### config.mk
export PLATFORM = sky130hd
export DESIGN_NAME = issue_credit_ctrl
export DESIGN_NICKNAME = d
export VERILOG_FILES = /design/src/rtl/issue_credit_ctrl_pkg.sv /design/src/rtl/issue_credit_ctrl_credit_counter.sv /design/src/rtl/issue_credit_ctrl.sv
export SDC_FILE = /design/constraint.sdc
export NUM_CORES = 1
export LEC_CHECK = 0
export BUFFER_PORTS_ARGS = -buffer_cell sky130_fd_sc_hd__buf_2
export CAP_MARGIN = 20
export CORE_MARGIN = 2
export CORE_UTILIZATION = 45
export DETAILED_ROUTE_END_ITERATION = 7
export HOLD_SLACK_MARGIN = 0.15
export PLACE_DENSITY_LB_ADDON = 0.08
export SYNTH_ARGS = -nofsm -noshare
export SYNTH_HDL_FRONTEND = slang
export SYNTH_SLANG_ARGS = --single-unit
### constraint.sdc
create_clock -name clk -period 3.25 [get_ports clk]
set_clock_uncertainty 0.1 [all_clocks]
set_input_delay 0.1625 -clock clk [delete_from_list [all_inputs] [get_ports clk]]
set_output_delay 0.1625 -clock clk [all_outputs]
set_load 0.1 [all_outputs]
### src/rtl/issue_credit_ctrl_pkg.sv
// -----------------------------------------------------------------------------
// issue_credit_ctrl_pkg
//
// Definitions shared by the issue-side flow controller and its neighbours
// (dispatcher, ROB, register file):
//   - OPC_LOAD / OPC_STORE : major opcodes that route to the load/store buffer
//   - RENAMED_ZERO         : reserved ROB alias, never handed to an instruction
//   - ROB_ID_W             : ROB id width for the default ROB size
//   - issue_state_e        : issue FSM states {RUN, DRAIN}
//   - is_ls_op()           : classifies an opcode as load/store
// -----------------------------------------------------------------------------
package issue_credit_ctrl_pkg;

    localparam int ROB_SIZE_DEFAULT = 16;
    localparam int ROB_ID_W         = $clog2(ROB_SIZE_DEFAULT);

    // Alias 0 means "not renamed" to the register file, so it is never issued.
    localparam int RENAMED_ZERO = 0;

    localparam logic [6:0] OPC_LOAD  = 7'b0000011;
    localparam logic [6:0] OPC_STORE = 7'b0100011;

    typedef enum logic {
        RUN   = 1'b0,
        DRAIN = 1'b1
    } issue_state_e;

    function automatic logic is_ls_op(input logic [6:0] opcode);
        return (opcode == OPC_LOAD) || (opcode == OPC_STORE);
    endfunction

endpackage

### src/rtl/issue_credit_ctrl_credit_counter.sv
// -----------------------------------------------------------------------------
// credit_counter
//
// Free-slot credit counter for one back-end structure. Starts full (MAX),
// loses one credit on take_i, regains one on release_i, and returns to full
// on reload_i. A simultaneous take and release leave the count unchanged.
// A release while already full saturates at MAX.
//
// Ports:
//   clk        clock
//   rst_n      asynchronous active-low reset (count -> MAX)
//   take_i     consume one credit (caller guarantees nonzero_o was high)
//   release_i  return one credit
//   reload_i   restore all credits; dominates take/release
//   cnt_o      current credit count, $clog2(MAX)+1 bits
//   nonzero_o  at least one credit available
// -----------------------------------------------------------------------------
module credit_counter
    import issue_credit_ctrl_pkg::*;
#(
    parameter int MAX = 16
) (
    input  logic                   clk,
    input  logic                   rst_n,
    input  logic                   take_i,
    input  logic                   release_i,
    input  logic                   reload_i,
    output logic [$clog2(MAX):0]   cnt_o,
    output logic                   nonzero_o
);

    localparam int            W     = $clog2(MAX) + 1;
    localparam logic [W-1:0]  MAX_V = W'(MAX);

    logic [W-1:0] cnt_q;
    logic [W-1:0] cnt_d;

    // NOTE: every combinational output gets a default first so no path leaves
    // it unassigned and infers a latch.
    always_comb begin
        cnt_d = cnt_q;
        if (reload_i) begin
            cnt_d = MAX_V;
        end else if (take_i && !release_i) begin
            if (cnt_q != '0) begin
                cnt_d = cnt_q - 1'b1;
            end
        end else if (release_i && !take_i) begin
            // Releasing into a full counter is a producer bug; hold at MAX.
            if (cnt_q != MAX_V) begin
                cnt_d = cnt_q + 1'b1;
            end
        end
    end

    // NOTE: sequential state uses non-blocking assignments so every register
    // samples its pre-edge value regardless of block ordering.
    always_ff @(posedge clk or negedge rst_n) begin
        if (!rst_n) begin
            cnt_q <= MAX_V;
        end else begin
            cnt_q <= cnt_d;
        end
    end

    assign cnt_o     = cnt_q;
    assign nonzero_o = (cnt_q != '0);

endmodule

### src/rtl/issue_credit_ctrl.sv
// -----------------------------------------------------------------------------
// issue_credit_ctrl
//
// Issue-side flow controller between fetcher and dispatcher. Tracks free
// slots in the ROB, reservation station and load/store buffer, grants a
// fetched instruction only when every structure it needs has a credit, and
// hands out the ROB alias for it. After a rollback it holds grant low for
// FLUSH_CYCLES cycles while the back end drains.
//
// Parameters:
//   ROB_SIZE      ROB entries (alias 0 reserved -> capacity ROB_SIZE-1)
//   RS_SIZE       reservation-station entries
//   LSB_SIZE      load/store-buffer entries
//   FLUSH_CYCLES  grant-blocking cycles after rollback, 1..7
//
// Ports:
//   clk, rst_n        clock, asynchronous active-low reset
//   rdy               global ready; low freezes all state and blocks grant
//   rollback_signal   misprediction flush from the ROB
//   fet_valid         fetcher holds an instruction
//   fet_opcode        instr[6:0] of that instruction
//   issue_grant       instruction accepted this cycle
//   alias_2disp       ROB id for the granted instruction
//   rob_commit        one ROB entry retired
//   rs_release        one RS entry issued
//   lsb_release       one LSB entry completed
//   stall_rob/rs/lsb  debug stall reasons while fet_valid in RUN
//
// Optional build macro ISSUE_CTRL_STATS_EN adds 32-bit wrapping event
// counters stat_grants, stat_stall_rob, stat_stall_rs, stat_stall_lsb and
// stat_flushes, cleared only by reset.
// -----------------------------------------------------------------------------
module issue_credit_ctrl
    import issue_credit_ctrl_pkg::*;
#(
    parameter int ROB_SIZE     = 16,
    parameter int RS_SIZE      = 16,
    parameter int LSB_SIZE     = 16,
    parameter int FLUSH_CYCLES = 2
) (
    input  logic                        clk,
    input  logic                        rst_n,
    input  logic                        rdy,
    input  logic                        rollback_signal,
    input  logic                        fet_valid,
    input  logic [6:0]                  fet_opcode,
    output logic                        issue_grant,
    output logic [$clog2(ROB_SIZE)-1:0] alias_2disp,
    input  logic                        rob_commit,
    input  logic                        rs_release,
    input  logic                        lsb_release,
    output logic                        stall_rob,
    output logic                        stall_rs,
    output logic                        stall_lsb
`ifdef ISSUE_CTRL_STATS_EN
    ,
    output logic [31:0]                 stat_grants,
    output logic [31:0]                 stat_stall_rob,
    output logic [31:0]                 stat_stall_rs,
    output logic [31:0]                 stat_stall_lsb,
    output logic [31:0]                 stat_flushes
`endif
);

    localparam int              ID_W        = $clog2(ROB_SIZE);
    localparam logic [ID_W-1:0] ALIAS_FIRST = ID_W'(RENAMED_ZERO + 1);
    localparam logic [ID_W-1:0] ALIAS_LAST  = ID_W'(ROB_SIZE - 1);
    localparam logic [2:0]      DRAIN_LOAD  = 3'(FLUSH_CYCLES - 1);

    // -------------------------------------------------------------------------
    // Classification and credit counters
    // -------------------------------------------------------------------------
    logic is_ls;
    logic rob_nz, rs_nz, lsb_nz;
    logic [$clog2(ROB_SIZE - 1):0] rob_cnt;
    logic [$clog2(RS_SIZE):0]      rs_cnt;
    logic [$clog2(LSB_SIZE):0]     lsb_cnt;

    issue_state_e state_q, state_d;
    logic [2:0]   drain_q, drain_d;
    logic [ID_W-1:0] alias_q, alias_d;

    logic release_ok;
    logic reload;

    assign is_ls = is_ls_op(fet_opcode);

    // Releases only count in normal RUN cycles; a rollback refills everything
    // anyway, so late releases from flushed work must not be double counted.
    assign release_ok = rdy && (state_q == RUN) && !rollback_signal;
    assign reload     = rdy && rollback_signal;

    credit_counter #(.MAX(ROB_SIZE - 1)) u_rob_credit (
        .clk       (clk),
        .rst_n     (rst_n),
        .take_i    (issue_grant),
        .release_i (release_ok && rob_commit),
        .reload_i  (reload),
        .cnt_o     (rob_cnt),
        .nonzero_o (rob_nz)
    );

    credit_counter #(.MAX(RS_SIZE)) u_rs_credit (
        .clk       (clk),
        .rst_n     (rst_n),
        .take_i    (issue_grant && !is_ls),
        .release_i (release_ok && rs_release),
        .reload_i  (reload),
        .cnt_o     (rs_cnt),
        .nonzero_o (rs_nz)
    );

    credit_counter #(.MAX(LSB_SIZE)) u_lsb_credit (
        .clk       (clk),
        .rst_n     (rst_n),
        .take_i    (issue_grant && is_ls),
        .release_i (release_ok && lsb_release),
        .reload_i  (reload),
        .cnt_o     (lsb_cnt),
        .nonzero_o (lsb_nz)
    );

    // -------------------------------------------------------------------------
    // Issue FSM: next state and grant/stall outputs
    // -------------------------------------------------------------------------
    always_comb begin
        state_d     = state_q;
        drain_d     = drain_q;
        issue_grant = 1'b0;
        stall_rob   = 1'b0;
        stall_rs    = 1'b0;
        stall_lsb   = 1'b0;

        if (rdy) begin
            if (rollback_signal) begin
                // A rollback in DRAIN restarts the window as well.
                state_d = DRAIN;
                drain_d = DRAIN_LOAD;
            end else if (state_q == DRAIN) begin
                if (drain_q == '0) begin
                    state_d = RUN;
                end else begin
                    drain_d = drain_q - 1'b1;
                end
            end
        end

        // Outputs are forced low while reset is held, not just after an edge.
        if (rst_n && (state_q == RUN)) begin
            issue_grant = rdy && !rollback_signal && fet_valid && rob_nz &&
                          (is_ls ? lsb_nz : rs_nz);
            stall_rob   = fet_valid && (rob_cnt == '0);
            stall_rs    = fet_valid && !is_ls && (rs_cnt == '0);
            stall_lsb   = fet_valid && is_ls && (lsb_cnt == '0);
        end
    end

    // NOTE: all control registers take the asynchronous reset so the block
    // leaves reset in a defined state without needing a clock.
    always_ff @(posedge clk or negedge rst_n) begin
        if (!rst_n) begin
            state_q <= RUN;
            drain_q <= '0;
        end else begin
            state_q <= state_d;
            drain_q <= drain_d;
        end
    end

    // -------------------------------------------------------------------------
    // ROB alias pointer: cycles 1..ROB_SIZE-1, skipping the reserved alias 0
    // -------------------------------------------------------------------------
    always_comb begin
        alias_d = alias_q;
        if (rdy) begin
            if (rollback_signal) begin
                alias_d = ALIAS_FIRST;
            end else if (issue_grant) begin
                alias_d = (alias_q == ALIAS_LAST) ? ALIAS_FIRST : alias_q + 1'b1;
            end
        end
    end

    always_ff @(posedge clk or negedge rst_n) begin
        if (!rst_n) begin
            alias_q <= ALIAS_FIRST;
        end else begin
            alias_q <= alias_d;
        end
    end

    assign alias_2disp = alias_q;

`ifdef ISSUE_CTRL_STATS_EN
    // -------------------------------------------------------------------------
    // Event statistics; survive rollback, cleared only by reset
    // -------------------------------------------------------------------------
    always_ff @(posedge clk or negedge rst_n) begin
        if (!rst_n) begin
            stat_grants    <= '0;
            stat_stall_rob <= '0;
            stat_stall_rs  <= '0;
            stat_stall_lsb <= '0;
            stat_flushes   <= '0;
        end else if (rdy) begin
            if (issue_grant)     stat_grants    <= stat_grants + 32'd1;
            if (stall_rob)       stat_stall_rob <= stat_stall_rob + 32'd1;
            if (stall_rs)        stat_stall_rs  <= stat_stall_rs + 32'd1;
            if (stall_lsb)       stat_stall_lsb <= stat_stall_lsb + 32'd1;
            if (rollback_signal) stat_flushes   <= stat_flushes + 32'd1;
        end
    end
`endif

endmodule

After elaboration in Yosys (flattened, before gate mapping) --
Index checks and enable logic that the tools add are counted.
Cells by class: add/sub/neg operators 8, equal/unequal tests 10, multiplexer cells 29, bitwise gates (word level) 1, reduce and logical (&&, ||, !) cells 53
Operators with widths (count):
- 5-bit two-way mux | 15
- 1-bit logical AND | 24
- 3-bit nonzero test | 6
- 5-bit by 1-bit adder with 5-bit output (second input constant) | 3
- 5-bit logical NOT | 3
- 5-bit nonzero test | 3
- 5-bit by 1-bit subtractor with 5-bit output (second input constant) | 3
- 4-bit two-way mux | 3
- 3-bit AND reduction | 4
- 5-bit != test (second input constant) | 2
- 3-bit two-way mux | 3
- 3-bit != test (second input constant) | 3
- 1-bit logical NOT | 8
- 1-bit two-way mux | 8
- 7-bit by 2-bit == test with 1-bit output (second input constant) | 1
- 7-bit by 6-bit == test with 1-bit output (second input constant) | 1
- 5-bit by 4-bit != test with 1-bit output (second input constant) | 1
- 4-bit by 1-bit adder with 4-bit output (second input constant) | 1
- 4-bit == test (second input constant) | 1
- 2-bit nonzero test | 2
- 3-bit logical NOT | 1
- 3-bit by 1-bit subtractor with 3-bit output (second input constant) | 1
- 2-bit != test (second input constant) | 1
- 2-bit AND reduction | 1
- 2 further kinds | 2
Word-level totals: flip-flop bits (word level) 23, input bits 15, output and inout bits 8, word-level logic and storage cells 107

Logic depth before layout (Yosys ltp) --
depth in word-level cells 12, depth in mapped cells 12, gate-level depth less buffers 10

Modules after synthesis --
From an unflattened synthesis, not the netlist that was laid out.
Unflattened totals: cells, all modules 210, area, all modules 1899.3 um^2
By module, submodules not included:
- credit_counter (u_lsb_credit ...) | times used 2, cells an instance 46, area each 404.1 um^2, seq. area each 126.4 um^2
- issue_credit_ctrl | times used 1, cells an instance 73, area each 684.4 um^2, seq. area each 201.4 um^2
- credit_counter (u_rob_credit) | times used 1, cells an instance 45, area each 406.6 um^2, seq. area each 130.1 um^2

Worst setup path before layout --
OpenSTA, ideal clock, no wires.
path kind flip-flop to output port, start point reg u_rs_credit.cnt_q[1], in the netlist u_rs_credit.cnt_o[1], end point out stall_rs, arrival time 3928 ps, data required time 2987 ps, setup slack -940 ps, stages on the path, launching flop included 4, buffers on the path 1, cells stage by stage dfrtp_1 -> buf_2 -> or4_1 -> nor4_1
On the way: longest elaborated chain between the ends 3
RTL lines:
- from (decl) | RTL line issue_credit_ctrl_credit_counter.sv:35 | logic [W-1:0] cnt_q;
- from (signal assigned) | RTL line issue_credit_ctrl_credit_counter.sv:62 | cnt_q <= cnt_d;
- 5-bit logical NOT | RTL line issue_credit_ctrl.sv:153 | stall_rs = fet_valid && !is_ls && (rs_cnt == '0);
- 1-bit logical AND | RTL line issue_credit_ctrl.sv:153
- 1-bit two-way mux | RTL line issue_credit_ctrl.sv:149 | if (rst_n && (state_q == RUN)) begin
- to (decl) | RTL line issue_credit_ctrl.sv:53 | output logic stall_rs,
No other way between the ends.

Final worst setup path --
start point in rollback_signal, end point reg u_rs_credit.cnt_q[4], in the netlist u_rs_credit.cnt_o[4]
On the way: longest elaborated chain between the ends 11
RTL lines:
- from (decl) | RTL line issue_credit_ctrl.sv:44 | input logic rollback_signal,
- 1-bit logical NOT | RTL line issue_credit_ctrl.sv:90, issue_credit_ctrl.sv:150
- 1-bit logical AND (4 in a row) | RTL line issue_credit_ctrl.sv:150 | issue_grant = rdy && !rollback_signal && fet_valid && rob_nz &&
- 1-bit two-way mux | RTL line issue_credit_ctrl.sv:149
- 1-bit logical AND | RTL line issue_credit_ctrl.sv:106 | .take_i (issue_grant && !is_ls),
- 1-bit logical NOT | RTL line issue_credit_ctrl_credit_counter.sv:48 | end else if (release_i && !take_i) begin
- 1-bit logical AND | RTL line issue_credit_ctrl_credit_counter.sv:48
- 3-bit nonzero test (no source line)
- 3-bit AND reduction (no source line)
Parallel ways exist; a longest one is shown, timed or not. A chain may end at the register's enable or synchronous reset.

==> run_results.csv <==
group,metric,value,unit
outcome,status,"finished, final reports clean",
placed_design,placed_cells,249,
critical_path,cp-startpoint,"rollback_signal",
sta,fin_tns_setup,0,ns
sta,rsz0062_at_grt,"false",
critical_path,crit_family,"simple AND/OR/NAND/NOR gates",
logic_synthesis,async_reset_ff_frac,1.00,
logic_synthesis,synth_nets,212,
clock_network,path_clk_slew,0.09,ns
floorplanning,die_h,66.3,um
routing,num_vias,1421,
cells_and_area,nNetsFinal,233,
routing,drt-initial-drc-count,110,
critical_path,cp.arrival,3.04,ns
global_routing,grt_pass1_wl,6020,um
logic_synthesis,synthSimpleGateAreaFrac,0.277,
routing,wirelength,3480,um
critical_path,worstPathMaxFanout,9,
sta,fmax,338,MHz
global_routing,grt_pass1_vias,1289,
critical_path,setup.worst_path.start_class,"input pin",
sta,finalWorstSetupSlack,0.288,ns
critical_path,cp.depth,12,
logic_synthesis,synth-edff-count,0,
critical_path,rr_worst_depth,10,
cells_and_area,fin_cells,255,
placed_design,place_ws,0.301,ns
routing,drc,0,
logic_synthesis,synth_xor_area_frac,0.0401,
critical_path,worstPathCellList,"dlygate4sd3_1, buf_2, nand2b_4, a211o_1, nor4_4, xor2_1, ha_1, or3_1, a21oi_1, a22oi_1, xor2_1, nand2_1",
sta,post-route-min-period,2.96,ns
logic_synthesis,avgSynthCellArea,9.33,um2
clock_network,cts_resized,0,
routing,first_pass_iters,4,
floorplanning,die-area,0.00439,mm2
logic_synthesis,synthFlopType,"dfrtp_1",
clock_network,h-tree-depth,1,
clock_network,cts.sinks,23,
routing,final_antenna_net_count,0,
critical_path,rrSetupSlack,0.31,ns
logic_synthesis,synth_top_family_by_area,"simple AND/OR/NAND/NOR gates",
logic_synthesis,syn_inst,187,
job,cap_violations,0,
sta,worst_pin_slew,0.567,ns
placed_design,dpl-instance-area,0.00191,mm2
clock_network,post_cts_buffers,0,
clock_network,cts_buffers,3,
power_and_ir_drop,vdd_drop_max,0.000285,V
sta,finalSetupViolCount,0,
critical_path,worst_r2r_endpoint,"u_rob_credit.cnt_o[4]$_DFFE_PN0P_",
logic_synthesis,ys_ff_latch,23,
sta,relSlewSlack,0.621,
power_and_ir_drop,p_int,0.618,mW
logic_synthesis,synth_compound_area_frac,0.184,
cells_and_area,final_cell_mix,"21 x buf_2, 20 x nand2_1, 16 x dfrtp_1, 15 x nor2_1, 14 x a21oi_1",
power_and_ir_drop,seqPwrFrac,0.425,
sta,maxSlewViolCount,0,
clock_network,ctsHoldBuffers,2,
routing,via_per_inst,5.57,
logic_synthesis,yosysWarnings,0,
clock_network,cts_buffer_depth,2,
hold_path,min_path_type,"input pin to register",
floorplanning,row_count,22,
critical_path,end_kind,"register",
cells_and_area,n_fill_cell,359,
global_routing,track_usage,0.179,
critical_path,crit_type,"input pin to register",
logic_synthesis,yosysSeqAreaShare,0.335,
critical_path,critPathMostFrequentCell,"xor2_1",
power_and_ir_drop,switchingPower,0.406,mW
sta,period_share,0.911,
cells_and_area,layout_commonest_cell,"buf_2",
placed_design,dpl.hpwl,2660,um
placed_design,numPortBuffers,21,
cells_and_area,area_growth,13.1,%
cells_and_area,drive_gt1_frac,0.251,
sta,hold_viol_final,0,
power_and_ir_drop,power_frac_comb,0.400,
floorplanning,start_util,0.473,
routing,detail_route.wl_per_cell,13.7,um
logic_synthesis,muxShareOfSynthArea,0.0423,
critical_path,r2r-start,"u_rs_credit.cnt_o[1]$_DFFE_PN0P_",
critical_path,critPathMaxStageDelay,0.53,ns
clock_network,clk_latency,0.26,ns
global_routing,grt_antenna_before_repair,0,
critical_path,critical-path-slowest-cell,"dlygate4sd3_1",
clock_network,cts_root_buffer,"clkbuf_8",
global_routing,grt-ovfl-total,0,
power_and_ir_drop,clockPowerShare,0.176,
placed_design,gp_routability_congestion,0.796,
global_routing,grt_max_degree,24,
critical_path,cp_num_buf_inv,2,
critical_path,required,3.33,ns
cells_and_area,n_antenna_cell,0,
logic_synthesis,synthAdderAreaFrac,0.0760,
logic_synthesis,yosysUniqueCellTypes,60,
power_and_ir_drop,p_leak,0.838,nW
floorplanning,core_region_area,0.00369,mm2
cells_and_area,design_area,0.00197,mm2
floorplanning,die_w,66.3,um
power_and_ir_drop,power.share.switching,0.396,
clock_network,cts_tree,"done",
logic_synthesis,netlist_area,0.00175,mm2
floorplanning,io-pin-count,23,
power_and_ir_drop,power_density,518,mW/mm2
critical_path,critPathCapture,"u_rs_credit.cnt_o[4]$_DFFE_PN1P_",
-- metrics by stage --
stage / total power [mW] / util / hold slack [ns]
after CTS: 1.04 / 0.535 / 0.159
after global routing: 1.11 / 0.535 / 0.181
after detailed placement: 0.848 / 0.517 / 0.137
after floorplan: 0.775 / - / -0.233
after global placement: 0.837 / 0.517 / 0.130
final: 1.02 / 0.535 / 0.176
-- flip-flops by register name, indices dropped and copies added, names as in the netlist --
signal / count
drain_q: 3
state_q: 1
alias_2disp: 4
u_rs_credit.cnt_o: 5
u_lsb_credit.cnt_o: 5
u_rob_credit.cnt_o: 5
-- layer usage --
| layer | track usage | up-vias | wire, um |
|---|---|---|---|
| li1 | - | 730 | - |
| met1 | 0.238 | 667 | 1660 |
| met2 | 0.299 | 22 | 1700 |
| met3 | 0.0358 | 2 | 101 |
| met4 | 0.0383 | 0 | 17 |
| met5 | 0 | - | 0 |
-- cells in the mapped netlist (all sizes together), types with 2 or more instances --
library cell / instances / area, um2
mux2i: 7 / 73.8
nand3: 4 / 20.0
a21o: 2 / 15.0
dfrtp: 16 / 400
a211oi: 2 / 27.5
a22oi: 3 / 22.5
xnor2: 2 / 17.5
nand4: 2 / 12.5
nor2b: 2 / 12.5
nand2b: 2 / 20.0
or4: 4 / 33.8
buf: 5 / 36.3
inv: 7 / 26.3
dfstp: 7 / 184
nand4bb: 3 / 50.1
o22ai: 2 / 12.5
nor4: 6 / 67.6
clkbuf: 4 / 16.3
ha: 9 / 113
o21ai: 8 / 40.0
xor2: 6 / 52.6
or2: 2 / 15.0
or3: 2 / 17.5
nor3b: 2 / 15.0
nor2: 16 / 67.6
nand2: 20 / 75.1
o31a: 2 / 17.5
nor3: 7 / 35.0
a21oi: 16 / 83.8
-- worst min-delay path by stage --
stage	start	end	slack, ns	cells past startpoint
floorplan	rst_n	alias_2disp[1]$_DFFE_PN0P_	-0.23	0
CTS	rdy	drain_q[1]$_DFFE_PN0P_	0.16	2
detailed placement	rst_n	alias_2disp[3]$_DFFE_PN0P_	0.14	2
finish	rdy	drain_q[1]$_DFFE_PN0P_	0.18	2
global placement	rst_n	alias_2disp[3]$_DFFE_PN0P_	0.13	2
global route	rdy	drain_q[2]$_DFFE_PN0P_	0.18	2
-- power groups by stage --
stage,Sequential [mW],Clock [mW],Combinational (mW)
after floorplan,0.456,0,0.319
after CTS,0.435,0.191,0.413
after global routing,0.447,0.200,0.462
after detailed placement,0.441,0,0.407
after global placement,0.438,0,0.399
final,0.435,0.180,0.409
-- area by class of cell --
class,instances,area [um2],share of cell area
Tap cell,48,60.1,0.0304
Inverter,7,26.3,0.0133
Timing Repair Buffer,25,140,0.0710
Clock buffer,3,41.3,0.0209
Clock inverter,1,5.00,0.00253
Sequential cell,23,584,0.296
Multi-Input combinational cell,148,1120,0.566
-- worst register-to-register path: cells and delay by family, from the launching register on --
family / cells / cell delay, ns
simple gates: 4 / 1.06
compound gates: 4 / 0.60
flops: 1 / 0.49
fa+ha+maj: 1 / 0.44
mux: 1 / 0.19
-- logic make-up after synthesis --
kind of cell,after synthesis
mux,7
buf+inv,16
simple gates,76
xor+xnor,8
compound gates,47
fa+ha+maj,10
flops,23
No activity file was read; power rests on OpenSTA's default activity.
